**config.mk**
```make
export PLATFORM = sky130hd
export DESIGN_NAME = us_ranger_array_flat
export DESIGN_NICKNAME = d
export VERILOG_FILES = /design/src/rtl/us_pkg.sv /design/src/rtl/us_ranger_array_if.sv /design/src/rtl/us_echo_sync.sv /design/src/rtl/us_ranger_array.sv /design/src/flat_wrapper.sv
export SDC_FILE = /design/constraint.sdc
export NUM_CORES = 1
export LEC_CHECK = 0
export BUFFER_PORTS_ARGS = -buffer_cell sky130_fd_sc_hd__buf_2
export CORE_MARGIN = 4
export CORE_UTILIZATION = 30
export DETAILED_ROUTE_END_ITERATION = 10
export GPL_TIMING_DRIVEN = 1
export HOLD_SLACK_MARGIN = 0.1
export PLACE_DENSITY_LB_ADDON = 0.2
export SETUP_SLACK_MARGIN = 0.15
export SLEW_MARGIN = 5
export SYNTH_ARGS = -nofsm -noshare
export SYNTH_HDL_FRONTEND = slang
export SYNTH_SLANG_ARGS = --single-unit
export TNS_END_PERCENT = 10
```
**constraint.sdc**
```tcl
create_clock -name clk -period 5.6 [get_ports clk]
set_input_delay 0.28 -clock clk [delete_from_list [all_inputs] [get_ports clk]]
set_output_delay 0.28 -clock clk [all_outputs]
set_load 0.1 [all_outputs]
```
**src/rtl/us_pkg.sv**
```systemverilog
// Shared types and helpers for the multi-channel ultrasonic ranger.
package us_pkg;

  typedef enum logic [2:0] {
    IDLE,
    TRIG,
    WAIT_RISE,
    MEASURE,
    DONE,
    HOLD
  } us_state_t;

  // Round-trip echo time for one centimetre, in microseconds.
  localparam int CM_PER_US_DIV = 58;

  // Converts a duration in microseconds to clock cycles (truncating).
  // The product is formed in 64 bits so that long timeouts at high clock rates
  // do not overflow.
  function automatic int us_to_cyc(input longint us, input longint clk_hz);
    return int'((us * clk_hz) / longint'(1_000_000));
  endfunction

endpackage

```
**src/rtl/us_ranger_array_if.sv**
```systemverilog
// Pin-level bundle between the ranger and its surroundings: control inputs,
// raw echo pins, trigger pins and the per-channel result outputs.
interface us_ranger_array_if #(
  parameter int N_CH   = 2,
  parameter int DIST_W = 9
);
  logic                     enable;
  logic                     measure;
  logic [N_CH-1:0]          echo;
  logic [N_CH-1:0]          trig;
  logic [N_CH*DIST_W-1:0]   distance;
  logic [N_CH-1:0]          valid;
  logic [N_CH-1:0]          timeout;
  logic [N_CH-1:0]          near;
  logic                     busy;

  // Controller / pin side that drives control and echo and reads results.
  modport master (
    output enable, measure, echo,
    input  trig, distance, valid, timeout, near, busy
  );

  // The ranger itself.
  modport slave (
    input  enable, measure, echo,
    output trig, distance, valid, timeout, near, busy
  );
endinterface

```
**src/rtl/us_echo_sync.sv**
```systemverilog
// Two-flop synchronizer for one raw echo pin, plus a third register that turns
// the synchronized level into single-cycle rise/fall pulses. Both edges see the
// same delay, so measured pulse widths are not skewed.
module us_echo_sync (
  input  logic clk,
  input  logic rst,
  input  logic echo,
  output logic rise,
  output logic fall
);
  logic sync1_reg;
  logic sync2_reg;
  logic edge_reg;

  // Synchronizer chain plus the edge-detect history register.
  always_ff @(posedge clk or posedge rst) begin
    if (rst) begin
      sync1_reg <= 1'b0;
      sync2_reg <= 1'b0;
      edge_reg  <= 1'b0;
    end else begin
      sync1_reg <= echo;
      sync2_reg <= sync1_reg;
      edge_reg  <= sync2_reg;
    end
  end

  assign rise = sync2_reg & ~edge_reg;
  assign fall = ~sync2_reg & edge_reg;
endmodule

```
**src/rtl/us_ranger_array.sv**
```systemverilog
// Round-robin driver for up to eight HC-SR04-style sensors. One shared set of
// timers serves whichever channel owns the current slot; per channel only the
// filtered distance, first-sample flag, timeout flag and near flag are kept.
module us_ranger_array
  import us_pkg::*;
#(
  parameter int N_CH       = 2,
  parameter int CLK_HZ     = 50_000_000,
  parameter int TRIG_US    = 10,
  parameter int TIMEOUT_US = 30000,
  parameter int SLOT_MS    = 60,
  parameter int DIST_W     = 9,
  parameter int AVG_LOG2   = 2,
  parameter int NEAR_CM    = 20
) (
  input logic              clk,
  input logic              rst,
  us_ranger_array_if.slave bus
);
  localparam int TRIG_CYC = us_to_cyc(TRIG_US, CLK_HZ);
  localparam int CM_CYC   = us_to_cyc(CM_PER_US_DIV, CLK_HZ);
  localparam int TO_CYC   = us_to_cyc(TIMEOUT_US, CLK_HZ);
  localparam int SLOT_CYC = us_to_cyc(longint'(SLOT_MS) * 1000, CLK_HZ);

  localparam int TMR_MAX = (TO_CYC > TRIG_CYC) ? TO_CYC : TRIG_CYC;
  localparam int TMR_W   = $clog2(TMR_MAX + 1);
  localparam int PRE_W   = $clog2(CM_CYC + 1);
  localparam int SLOT_W  = $clog2(SLOT_CYC + 1);
  localparam int CH_W    = (N_CH > 1) ? $clog2(N_CH) : 1;

  localparam logic [TMR_W-1:0]  TRIG_LAST = TMR_W'(TRIG_CYC - 1);
  localparam logic [TMR_W-1:0]  TO_LAST   = TMR_W'(TO_CYC - 1);
  localparam logic [PRE_W-1:0]  PRE_LAST  = PRE_W'(CM_CYC - 1);
  localparam logic [SLOT_W-1:0] SLOT_LAST = SLOT_W'(SLOT_CYC - 1);
  localparam logic [CH_W-1:0]   CH_LAST   = CH_W'(N_CH - 1);

  us_state_t state_reg, state_next;
  logic [CH_W-1:0]   ch_reg, ch_next;
  logic [TMR_W-1:0]  tmr_reg, tmr_next;       // trigger width, then echo timeout
  logic [PRE_W-1:0]  presc_reg, presc_next;   // cycles within the current cm
  logic [DIST_W-1:0] cm_reg, cm_next;         // raw width of this echo in cm
  logic [SLOT_W-1:0] slot_reg, slot_next;     // cycles since trigger rise
  logic              to_flag_reg, to_flag_next;
  logic              one_shot_reg, one_shot_next;
  logic [N_CH-1:0]   trig_reg, trig_next;
  logic [N_CH-1:0]   valid_reg, valid_next;

  logic [DIST_W-1:0] avg_reg [N_CH];
  logic [DIST_W-1:0] avg_next [N_CH];
  logic [N_CH-1:0]   first_reg, first_next;
  logic [N_CH-1:0]   timeout_reg, timeout_next;
  logic [N_CH-1:0]   near_reg, near_next;

  logic [N_CH-1:0]   rise;
  logic [N_CH-1:0]   fall;
  logic              advance;

  logic [DIST_W-1:0]   avg_cur;
  logic signed [DIST_W:0] diff;
  logic signed [DIST_W:0] filt;
  logic [DIST_W-1:0]   sample;
  logic                sample_near;

  for (genvar gi = 0; gi < N_CH; gi++) begin : g_ch
    us_echo_sync u_sync (
      .clk  (clk),
      .rst  (rst),
      .echo (bus.echo[gi]),
      .rise (rise[gi]),
      .fall (fall[gi])
    );
    assign bus.distance[gi*DIST_W +: DIST_W] = avg_reg[gi];
  end

  // IIR step in signed DIST_W+1 bits; the result always lies between the old
  // average and the new sample, so truncating back to DIST_W bits is exact.
  assign avg_cur     = avg_reg[ch_reg];
  assign diff        = $signed({1'b0, cm_reg}) - $signed({1'b0, avg_cur});
  assign filt        = $signed({1'b0, avg_cur}) + (diff >>> AVG_LOG2);
  assign sample      = first_reg[ch_reg] ? cm_reg : DIST_W'(filt);
  assign sample_near = (32'(sample) < 32'(NEAR_CM));

  // Next-state, shared timers and per-channel result updates.
  always_comb begin
    state_next    = state_reg;
    ch_next       = ch_reg;
    tmr_next      = tmr_reg;
    presc_next    = presc_reg;
    cm_next       = cm_reg;
    slot_next     = (slot_reg == SLOT_LAST) ? slot_reg : slot_reg + 1'b1;
    to_flag_next  = to_flag_reg;
    one_shot_next = one_shot_reg & ~bus.enable;
    avg_next      = avg_reg;
    first_next    = first_reg;
    timeout_next  = timeout_reg;
    near_next     = near_reg;
    valid_next    = '0;
    trig_next     = '0;
    advance       = 1'b0;

    case (state_reg)
      IDLE: begin
        ch_next = '0;
        if (bus.enable || bus.measure) begin
          state_next    = TRIG;
          tmr_next      = '0;
          slot_next     = '0;
          // A sweep started by measure alone runs through every channel even
          // though enable is low.
          one_shot_next = ~bus.enable;
        end
      end
      TRIG: begin
        if (tmr_reg == TRIG_LAST) begin
          state_next   = WAIT_RISE;
          tmr_next     = '0;
          to_flag_next = 1'b0;
        end else begin
          tmr_next = tmr_reg + 1'b1;
        end
      end
      WAIT_RISE: begin
        presc_next = '0;
        cm_next    = '0;
        tmr_next   = tmr_reg + 1'b1;
        if (rise[ch_reg]) begin
          state_next = MEASURE;
        end else if (tmr_reg == TO_LAST) begin
          state_next   = DONE;
          to_flag_next = 1'b1;
        end
      end
      MEASURE: begin
        // The closing-edge cycle is counted too, so cm = floor(width/CM_CYC).
        if (presc_reg == PRE_LAST) begin
          presc_next = '0;
          if (cm_reg != '1) cm_next = cm_reg + 1'b1;
        end else begin
          presc_next = presc_reg + 1'b1;
        end
        tmr_next = tmr_reg + 1'b1;
        if (fall[ch_reg]) begin
          state_next = DONE;
        end else if (tmr_reg == TO_LAST) begin
          state_next   = DONE;
          to_flag_next = 1'b1;
        end
      end
      DONE: begin
        valid_next[ch_reg] = 1'b1;
        if (to_flag_reg) begin
          timeout_next[ch_reg] = 1'b1;
        end else begin
          avg_next[ch_reg]     = sample;
          first_next[ch_reg]   = 1'b0;
          timeout_next[ch_reg] = 1'b0;
          near_next[ch_reg]    = sample_near;
        end
        // A late echo may already have used up the slot: skip HOLD entirely.
        if (slot_reg == SLOT_LAST) advance = 1'b1;
        else state_next = HOLD;
      end
      HOLD: begin
        if (slot_reg == SLOT_LAST) advance = 1'b1;
      end
      default: state_next = IDLE;
    endcase

    if (advance) begin
      if (!bus.enable && (!one_shot_reg || ch_reg == CH_LAST)) begin
        state_next = IDLE;
        ch_next    = '0;
      end else begin
        state_next = TRIG;
        ch_next    = (ch_reg == CH_LAST) ? '0 : ch_reg + 1'b1;
        tmr_next   = '0;
        slot_next  = '0;
      end
    end

    if (state_next == TRIG) trig_next[ch_next] = 1'b1;
  end

  // State and datapath registers; reset drops trig at once and discards any
  // sample in flight.
  always_ff @(posedge clk or posedge rst) begin
    if (rst) begin
      state_reg    <= IDLE;
      ch_reg       <= '0;
      tmr_reg      <= '0;
      presc_reg    <= '0;
      cm_reg       <= '0;
      slot_reg     <= '0;
      to_flag_reg  <= 1'b0;
      one_shot_reg <= 1'b0;
      trig_reg     <= '0;
      valid_reg    <= '0;
      first_reg    <= '1;
      timeout_reg  <= '0;
      near_reg     <= '0;
      for (int i = 0; i < N_CH; i++) avg_reg[i] <= '0;
    end else begin
      state_reg    <= state_next;
      ch_reg       <= ch_next;
      tmr_reg      <= tmr_next;
      presc_reg    <= presc_next;
      cm_reg       <= cm_next;
      slot_reg     <= slot_next;
      to_flag_reg  <= to_flag_next;
      one_shot_reg <= one_shot_next;
      trig_reg     <= trig_next;
      valid_reg    <= valid_next;
      first_reg    <= first_next;
      timeout_reg  <= timeout_next;
      near_reg     <= near_next;
      avg_reg      <= avg_next;
    end
  end

  assign bus.trig    = trig_reg;
  assign bus.valid   = valid_reg;
  assign bus.timeout = timeout_reg;
  assign bus.near    = near_reg;
  assign bus.busy    = (state_reg != IDLE);
endmodule

```
**src/flat_wrapper.sv**
```systemverilog
// flat-port wrapper written by rule: the top's interface ports become plain ports
module us_ranger_array_flat import us_pkg::*;
#(
  parameter int N_CH       = 2,
  parameter int CLK_HZ     = 50_000_000,
  parameter int TRIG_US    = 10,
  parameter int TIMEOUT_US = 30000,
  parameter int SLOT_MS    = 60,
  parameter int DIST_W     = 9,
  parameter int AVG_LOG2   = 2,
  parameter int NEAR_CM    = 20
)
  (clk, rst, bus_enable, bus_measure, bus_echo, bus_trig, bus_distance, bus_valid, bus_timeout, bus_near, bus_busy);
  us_ranger_array_if #(.N_CH(N_CH), .DIST_W(DIST_W)) bus_i ();
  input logic clk;
  input logic rst;
  input wire logic [$bits(bus_i.enable)-1:0] bus_enable;
  input wire logic [$bits(bus_i.measure)-1:0] bus_measure;
  input wire logic [$bits(bus_i.echo)-1:0] bus_echo;
  output wire logic [$bits(bus_i.trig)-1:0] bus_trig;
  output wire logic [$bits(bus_i.distance)-1:0] bus_distance;
  output wire logic [$bits(bus_i.valid)-1:0] bus_valid;
  output wire logic [$bits(bus_i.timeout)-1:0] bus_timeout;
  output wire logic [$bits(bus_i.near)-1:0] bus_near;
  output wire logic [$bits(bus_i.busy)-1:0] bus_busy;
  assign bus_i.enable = bus_enable;
  assign bus_i.measure = bus_measure;
  assign bus_i.echo = bus_echo;
  assign bus_trig = bus_i.trig;
  assign bus_distance = bus_i.distance;
  assign bus_valid = bus_i.valid;
  assign bus_timeout = bus_i.timeout;
  assign bus_near = bus_i.near;
  assign bus_busy = bus_i.busy;
  us_ranger_array #(.N_CH(N_CH), .CLK_HZ(CLK_HZ), .TRIG_US(TRIG_US), .TIMEOUT_US(TIMEOUT_US), .SLOT_MS(SLOT_MS), .DIST_W(DIST_W), .AVG_LOG2(AVG_LOG2), .NEAR_CM(NEAR_CM)) u_core (.clk(clk), .rst(rst), .bus(bus_i));
endmodule
```
==> results of run 1 <==
[cell usage after synthesis (5+ instances only)]
library cell  count
and3_1           14
nor2_1           77
a311oi_1         11
nand4_1          15
inv_1            18
nor2b_1           5
nor3_1           14
ha_1             23
a21oi_1          35
clkbuf_1          9
o21ai_0          44
o21ai_1           5
nand2_1          72
xor2_1           23
nand2b_1          9
mux2_2            7
dfrtp_1         102
a31oi_1           7
mux2i_1          13
nand3_1          19
a21o_1            8
or3_1             8
buf_2            10
xnor2_1          16
nor4_1            8
[power breakdown]
part | internal [uW] | switching, uW | total, uW | leakage (uW)
combinational | 88.1 | 118 | 206 | 0.00161
sequential | 820 | 84.7 | 904 | 0.00134
clock | 386 | 284 | 670 | 0.000156
total | 1290 | 486 | 1780 | 0.00311
[final timing paths]
path	to	cells after the start	slack (ps)
max	u_core.bus.near[0]	17	1490
min	u_core.one_shot_reg	2	120
max reg2reg	u_core.bus.near[0]	17	1490
min reg2reg	u_core.g_ch[0].u_sync.sync2_reg	0	350
max in group asynchronous	u_core.presc_reg[1]	4	3850
min in group asynchronous	u_core.tmr_reg[9]	3	520
[cell families (layout without fill, tap and decap cells)]
group                      after synthesis  after routing  synth area share (%)
adders and majority gates               24             24                  5.24
AOI/OAI and AO/OA                      142            142                  15.7
DFF                                    104            104                  44.4
and+or+nand+nor                        265            265                  22.3
muxes                                   20             20                  3.56
buffers and inverters                   40             76                  3.03
xor gates and xnor gates                39             39                  5.82
[metal layers]
metal,vias up,global-route usage (%),share of wire (%)
li1,2334,-,-
met1,2308,18.2,49
met2,51,21.1,47
met3,10,3.00,2.6
met4,0,2.86,1.1
met5,-,0,0
[metrics by stage]
stage	hold WS [ps]	setup WS [ps]	area, sq um	total power [uW]	std cells
after floorplan	311	1340	5870	1060	634
after global placement	339	1620	6310	1110	911
after detailed placement	336	1500	6310	1120	911
after CTS	104	1490	6660	1810	930
after global routing	123	1110	6660	1880	930
final	124	1490	6660	1780	930
[cell type report]
class,instances,area (sq um)
multi-input cells,490,3090
clock inverters,3,47.5
fillers,1954,12300
inverters,18,70.1
clock buffers,13,270
well taps,260,325
repair buffers,42,243
flip-flops and latches,104,2610
[what timing repair did]
item	CTS	global route
endpoints found under the setup margin	0	0
hold endpoints to repair	39	0
hold buffers	3	0
[critical path, delay by kind of cell, from the launching register on]
| family | cells | cell delay (ps) |
|---|---|---|
| and+or+nand+nor | 3 | 790 |
| adders and majority gates | 2 | 550 |
| xor gates and xnor gates | 2 | 290 |
| DFF | 1 | 360 |
| buffers and inverters | 1 | 280 |
| AOI/OAI and AO/OA | 8 | 1430 |
| muxes | 1 | 290 |
[layout by cell type (no fill, tap or decap), types with 4 or more instances in the layout]
cell       count
inv_1         17
a311oi_1      11
ha_1          23
mux2_2         7
a21oi_1       35
o21ai_0       44
buf_2         32
xnor2_1       16
or3_1          8
buf_4          7
o21ai_1        5
nor2_1        77
nand2_1       72
nor4_1         7
nand4_1       15
nor3_1        14
a31oi_1        7
and3_1        14
nand3_1       19
clkbuf_16      9
xor2_1        23
a211oi_1       4
nor2b_1        5
nand3b_1       4
a21o_1         8
dfrtp_1      102
mux2i_1       13
nand2b_1       9
==> results.json, run 1 <==
{
  "max_freq_ghz": 0.243,
  "post_synthesis_cell_type_with_the_largest_combined_area": "dfrtp_1",
  "startpoint_type": "flip-flop",
  "critPathKind": "flip-flop to flip-flop",
  "finish.net_count": 695,
  "global_route.usage.total_pct": 13.1,
  "post-cts-setup-buffers": 0,
  "synthesis.area_sq_um": 5870,
  "post_synth.cell_area_avg_sq_um": 9.26,
  "timing.final.setup_violations": 0,
  "grt_overflow": 0,
  "mappedNetlistNets": 664,
  "power_density_nw_per_um2": 267,
  "synth.top_cell.area_share_pct": 43.5,
  "largest_vdd_supply_drop_mv": 0.182,
  "resized_cells_post_cts": 0,
  "timing_max_transition_violations_final": 0,
  "rsz0062_at_grt": "false",
  "avgViaCountPerCell": 5.06,
  "worstPathCellList": "buf_4, mux2i_1, ha_1, a21o_1, a21oi_1, a21boi_1, o21ai_0, nand2b_1, a21oi_1, xnor2_1, ha_1, and3_1, a221oi_1, xor2_1, o21ai_0, or3b_1, o41ai_1",
  "floorplan.io_pins": 33,
  "synth.yosys.seq_area_share_pct": 44.4,
  "remaining_design_rule_violation_count": 0,
  "pin_count_of_the_biggest_net_entering_global_routing": 66,
  "gpl_wtd_cong": 0.899,
  "cts-buffers-inserted": 9,
  "first_pass_iters": 4,
  "finClkSkew_ps": 10.4,
  "cts_buffer_depth": 2,
  "drt_iter0_markers": 245,
  "final_worst_path_cycle_share_pct": 73.4,
  "clock_sinks": 104,
  "number_of_enable_type_register_cells_in_the_synthesized_netlist": 0,
  "postSynth.asyncResetShare_pct": 100,
  "num_rows": 50,
  "setup.worst_path.start": "u_core.ch_reg",
  "die_height_um": 148,
  "post-dp-hpwl_um": 10200,
  "synth_top_flop_cell": "dfrtp_1",
  "clk_pin_slew_ps": 70,
  "netlist_instances": 634,
  "wl_um": 14100,
  "hp-class": "input pin to flip-flop",
  "max_cap_violations": 0,
  "floorplan.initialDensity_pct": 31.0,
  "crit_slowest_cell": "or3b_1",
  "grt_pass1_vias": 4695,
  "cp-end-kind": "flip-flop",
  "grt_first_pass_wirelength_um": 23700,
  "ant_nets": 0,
  "hold_path.startpoint": "bus_enable",
  "tritoncts_clock_tree": "built",
  "initial_antenna_violation_count": 0,
  "max_slew.worst_pin.slew_ps": 790,
  "post_drt_wl_per_cell_um": 15.2,
  "fin_crit_ps": 4110,
  "final_hold_viol_count": 0,
  "design.die.area_sq_um": 21900,
  "synth.yosys.warnings": 0,
  "insertion_delay_ps": 350,
  "synth.distinct_cells": 66,
  "max_stage_delay_ps": 430,
  "fin_tns_setup_ps": 0,
  "buffer_ports.inserted": 32,
  "syn_to_final_growth_pct": 13.4,
  "number_of_flip_flops_under_the_largest_register_name": 22,
  "outcome": "completed",
  "utilization_pct": 35.1,
  "overall_die_width_um": 148,
  "power.static_leakage_uw": 0.00311,
  "critical_path_peak_fanout": 18,
  "slew_headroom_pct": 45.8,
  "antenna_cells": 0,
  "clock_tree.root_cell": "clkbuf_16",
  "yosys_register_bits": 104,
  "drive_gt1_share_pct": 11.5,
  "startpoint_of_the_lowest_slack_register_to_register_path": "u_core.ch_reg",
  "post_synth_main_area_contributors": "dfrtp_1, nor2_1, ha_1, nand2_1, o21ai_0",
  "worstPathArrival_ps": 4340,
  "vias": 4703,
  "core_box_area_sq_um": 19000,
  "critical_path_required_ps": 5830,
  "number_of_levels_the_h_tree_was_split_into": 3
}
No activity file was read; power rests on OpenSTA's default activity.
==> run 2, diff against run 1 <==
Clock period 5.6 ns to 4.1 ns, I/O delays scaled along.
==> run 2 against run 1 <==
  * Non-clock buffer count increased by 4
  * Flip-flop and latch count unchanged
  * Clock power increased by 33%
  * Critical path type unchanged
  * Routed wire length decreased by 0.28%
  * Total power increased by 35%
  * Largest cell class unchanged
  * Sequential power increased by 36%
  * Final cell count increased by 0.43%
  * Combinational power increased by 36%
  * Via count increased by 0.87%
  * Clock skew increased by 0.85 ps
  * Setup slack got worse by 1200 ps
==> results.json, run 2 (synthesis gave the netlist of run 1 again) <==
{
  "outcome": "completed",
  "mostFrequentLayoutCells": "dfrtp_1, nor2_1, nand2_1",
  "num_rows": 50,
  "wl_um": 14100,
  "worstPathCellList": "buf_4, mux2i_2, ha_1, a21o_1, a21oi_1, a21boi_1, o21ai_1, nand2b_1, a21oi_2, xnor2_1, ha_1, and3_1, a221oi_2, xor2_1, o21ai_1, or3b_4, o41ai_2",
  "critPathTopFamily": "compound AO/OA/AOI/OAI gates",
  "finClkSkew_ps": 11.3,
  "syn_to_final_growth_pct": 14.5,
  "gpl_wtd_cong": 0.859,
  "fin_crit_ps": 3830,
  "critPathKind": "flip-flop to flip-flop",
  "worstPathBufferInverterCount": 1,
  "power_density_nw_per_um2": 358,
  "vias": 4744,
  "largest_vdd_supply_drop_mv": 0.200,
  "clk_pin_slew_ps": 80,
  "instances_no_fill": 934,
  "total_power_uw": 2410,
  "max_stage_delay_ps": 430,
  "avgViaCountPerCell": 5.08,
  "startpoint_type": "flip-flop",
  "max_freq_ghz": 0.261,
  "number_of_levels_the_h_tree_was_split_into": 3,
  "grt_pass1_vias": 4674,
  "layout.cells.most_common": "dfrtp_1",
  "buffer_ports.inserted": 32,
  "layout.filler_cells": 1961,
  "max_cap_violations": 0,
  "crit_slowest_cell": "or3b_4",
  "placed_cell_area_sq_um": 6340,
  "cp-end-kind": "flip-flop",
  "worstPathArrival_ps": 4090,
  "rsz0062_at_grt": "true",
  "ant_nets": 0,
  "cts-buffers-inserted": 9,
  "multiInputGateArea_sq_um": 3140,
  "post-dp-hpwl_um": 9870,
  "seq_area_sq_um": 2610,
  "core_box_area_sq_um": 19000,
  "timing.final.setup_violations": 0,
  "final_hold_viol_count": 0,
  "floorplan.io_pins": 33,
  "overall_die_width_um": 148,
  "initial_antenna_violation_count": 0,
  "slew_headroom_pct": 37.5,
  "remaining_design_rule_violation_count": 0,
  "floorplan.initialDensity_pct": 31.0,
  "clock_tree.root_cell": "clkbuf_16",
  "global_route.usage.total_pct": 13.1,
  "drt_iter0_markers": 245,
  "power.static_leakage_uw": 0.00311,
  "drive_gt1_share_pct": 13.9,
  "hp-class": "input pin to asynchronous set/reset pin",
  "tritoncts_clock_tree": "built",
  "critical_path_required_ps": 4350,
  "timing_max_transition_violations_final": 0,
  "post_drt_wl_per_cell_um": 15.1,
  "insertion_delay_ps": 350,
  "finish.net_count": 699,
  "first_pass_iters": 4,
  "final_worst_path_cycle_share_pct": 93.5,
  "utilization_pct": 35.5,
  "place.detailed.instances": 914,
  "grt_overflow": 0,
  "number_of_flip_flops_under_the_largest_register_name": 22,
  "critical_path_peak_fanout": 5,
  "antenna_cells": 0,
  "finish.instance_area_sq_um": 6720,
  "clock_sinks": 104,
  "max_slew.worst_pin.slew_ps": 938,
  "cts_buffer_depth": 2,
  "design.die.area_sq_um": 21900,
  "die_height_um": 148,
  "fin_tns_setup_ps": 0,
  "grt_first_pass_wirelength_um": 23600,
  "pin_count_of_the_biggest_net_entering_global_routing": 77
}
==> run 2: per-stage QoR <==
stage / setup slack (ps) / hold slack [ps]
floorplan: 163 / 236
global placement: 263 / 314
detailed placement: 109 / 315
CTS: 137 / 106
global route: -20.6 / 119
finish: 266 / 71.4
==> run 2: area by class of cell <==
type | instances | area share, %
Timing Repair Buffer | 46 | 4.06
Multi-Input combinational cell | 490 | 46.7
Clock buffer | 12 | 3.67
Sequential cell | 104 | 38.9
Clock inverter | 4 | 0.819
Tap cell | 260 | 4.84
Inverter | 18 | 1.04
==> run 2: path summary, 6_finish.rpt <==
path	end	cells after the start	slack [ps]	startpoint
max in group asynchronous	u_core.presc_reg[6]	3	3080	rst
min in group clk	u_core.one_shot_reg	3	120	bus_measure
max	u_core.bus.near[1]	17	270	u_core.ch_reg
max reg2reg	u_core.bus.near[1]	17	270	u_core.ch_reg
min reg2reg	u_core.g_ch[0].u_sync.sync2_reg	0	350	u_core.g_ch[0].u_sync.sync1_reg
min	u_core.tmr_reg[9]	2	70	rst
==> run 2: worst reg2reg max path: stages, from the launching register on <==
cell and delay, ps:
dfrtp_1 400, buf_4 170, mux2i_2 160, ha_1 210
a21o_1 180, a21oi_1 180, a21boi_1 110, o21ai_1 130
nand2b_1 130, a21oi_2 170, xnor2_1 140, ha_1 280
and3_1 220, a221oi_2 260, xor2_1 170, o21ai_1 110
or3b_4 430, o41ai_2 290
==> run 2: what timing repair did <==
action                                  CTS  global route
gates resized for setup                   1             8
hold buffers                              3             0
endpoints found under the setup margin    2             6
endpoints found under the hold margin     3             0
cloned                                    0             0
pin swaps                                 0             4
setup buffers                             0             1
==> run 2: power breakdown <==
group          internal, uW  leakage [uW]  switching [uW]
Combinational           121       0.00163             160
Sequential             1120       0.00133             114
Clock                   495      0.000143             398
==> run 2: metal layers <==
layer  routed length, um  track usage (%)  part of all wire [%]
met1                6840             17.9                    49
met2                6530             20.8                    46
met3                 521             3.03                   3.7
met4                 169             3.65                   1.2
met5                   0                0                     0
==> run 3, diff against run 2 <==
Settings changed: CTS_CLUSTER_SIZE set to 14, HOLD_SLACK_MARGIN 0.1 to 0.12.
==> run 3 against run 2 <==
  * Highest routed layer unchanged
  * Largest cell class unchanged
  * Global-route usage about the same
  * Fmax is essentially flat
  * Clock-buffer cell count is the same
==> results.json, run 3 (synthesis gave the netlist of run 1 again) <==
{
  "outcome": "completed",
  "mostFrequentLayoutCells": "dfrtp_1, nor2_1, nand2_1",
  "remaining_design_rule_violation_count": 0,
  "clock_tree.root_cell": "clkbuf_16",
  "gpl_wtd_cong": 0.859,
  "core_box_area_sq_um": 19000,
  "tritoncts_clock_tree": "built",
  "cp-end-kind": "flip-flop",
  "layout.filler_cells": 1959,
  "startpoint_type": "flip-flop",
  "largest_vdd_supply_drop_mv": 0.200,
  "die_height_um": 148,
  "place.detailed.instances": 914,
  "rsz0062_at_grt": "true",
  "fin_tns_setup_ps": 0,
  "number_of_flip_flops_under_the_largest_register_name": 22,
  "pin_count_of_the_biggest_net_entering_global_routing": 77,
  "final_worst_path_cycle_share_pct": 93.5,
  "layout.cells.most_common": "dfrtp_1",
  "insertion_delay_ps": 350,
  "placed_cell_area_sq_um": 6340,
  "syn_to_final_growth_pct": 14.9,
  "critPathKind": "flip-flop to flip-flop",
  "power.share.combinational_pct": 11.7,
  "wl_met2_um": 6550,
  "met1_length_um": 6950,
  "critical_path_peak_fanout": 5,
  "slew_headroom_pct": 37.2,
  "detailroute.wirelength.met3_um": 449,
  "p_sw_share_pct": 27.9,
  "seq_area_sq_um": 2610,
  "floorplan.initialDensity_pct": 31.0,
  "ant_nets": 0,
  "antenna_cells": 0,
  "avgViaCountPerCell": 5.06,
  "hp-class": "input pin to flip-flop",
  "p_int_uw": 1740,
  "initial_antenna_violation_count": 0,
  "finish.instance_area_sq_um": 6740,
  "design.die.area_sq_um": 21900,
  "worstPathArrival_ps": 4090,
  "fin_crit_ps": 3830,
  "num_rows": 50,
  "final_hold_viol_count": 0,
  "critical_path_required_ps": 4350,
  "timing_max_transition_violations_final": 0,
  "drive_gt1_share_pct": 13.9,
  "max_cap_violations": 0,
  "buffer_ports.inserted": 32,
  "switching_power_of_the_nets_uw": 673,
  "cts-buffers-inserted": 9,
  "post-dp-hpwl_um": 9870,
  "global_route.usage.total_pct": 13.1,
  "first_pass_iters": 5,
  "grt_overflow": 0,
  "clk_pin_slew_ps": 70,
  "grt_pass1_vias": 4690,
  "timing.final.setup_violations": 0,
  "vias": 4732,
  "power.static_leakage_uw": 0.00312,
  "finClkSkew_ps": 11.0,
  "grt_first_pass_wirelength_um": 23700,
  "pwr-share-seq_pct": 51.2,
  "overall_die_width_um": 148,
  "power.clock.fraction_pct": 37.1,
  "multiInputGateArea_sq_um": 3140,
  "max_slew.worst_pin.slew_ps": 942,
  "max_freq_ghz": 0.261,
  "floorplan.io_pins": 33,
  "instances_no_fill": 936,
  "finish.net_count": 701,
  "cts_buffer_depth": 2,
  "post_drt_wl_per_cell_um": 15.1,
  "max_layer_used": "met4",
  "wl_um": 14100,
  "clock_sinks": 104,
  "number_of_levels_the_h_tree_was_split_into": 3,
  "drt_iter0_markers": 234,
  "power_density_nw_per_um2": 357
}
==> run 3: cell type report <==
class | instances | area share, %
clock inverters | 4 | 0.816
repair buffers | 48 | 4.34
flip-flops and latches | 104 | 38.7
well taps | 260 | 4.82
clock buffers | 12 | 3.65
multi-input cells | 490 | 46.6
inverters | 18 | 1.04
==> run 3: what timing repair did <==
action                                 4_1_cts  5_1_grt
endpoints found under the hold margin       65        0
pin swaps                                    0        4
setup buffers                                0        1
gates cloned                                 0        0
resized for setup                            1        8
setup endpoints to repair                    2        6
hold buffers                                 5        0
==> run 3: per-stage QoR <==
stage | utilization [%] | hold slack, ps | total power (uW) | setup WS (ps)
floorplan | - | 236 | 1450 | 163
global placement | 33.5 | 314 | 1520 | 263
detailed placement | 33.5 | 315 | 1530 | 109
CTS | 35.4 | 223 | 2450 | 137
global route | 35.6 | 278 | 2540 | -20.6
finish | 35.6 | 226 | 2410 | 266
==> run 3: worst max-delay path: stages, from the launching register on <==
cell	delay (ps)
dfrtp_1	400
buf_4	170
mux2i_2	160
ha_1	210
a21o_1	180
a21oi_1	180
a21boi_1	110
o21ai_1	130
nand2b_1	130
a21oi_2	170
xnor2_1	140
ha_1	280
and3_1	220
a221oi_2	260
xor2_1	170
o21ai_1	110
or3b_4	430
o41ai_2	290
==> run 3: worst paths after layout <==
path,start,endpoint,slack [ps],cells past startpoint
max,u_core.ch_reg,u_core.bus.near[1],270,17
min,bus_measure,u_core.slot_reg[20],230,4
max reg2reg,u_core.ch_reg,u_core.bus.near[1],270,17
min reg2reg,u_core.g_ch[0].u_sync.sync1_reg,u_core.g_ch[0].u_sync.sync2_reg,350,0
max in group asynchronous,rst,u_core.presc_reg[6],2520,4
min in group asynchronous,rst,u_core.tmr_reg[9],630,3
==> run 3: layer usage <==
layer / global-route usage (%) / vias up
met5: 0 / -
met4: 3.65 / 0
met3: 3.03 / 12
met2: 20.9 / 70
met1: 17.9 / 2296
li1: - / 2354
==> run 3: power by group through the flow <==
stage	registers, uW	clock network, uW	logic (uW)
final	1230	893	282
after floorplan	1220	0	232
after global placement	1250	0	271
after CTS	1230	931	284
after global routing	1250	970	323
after detailed placement	1250	0	279
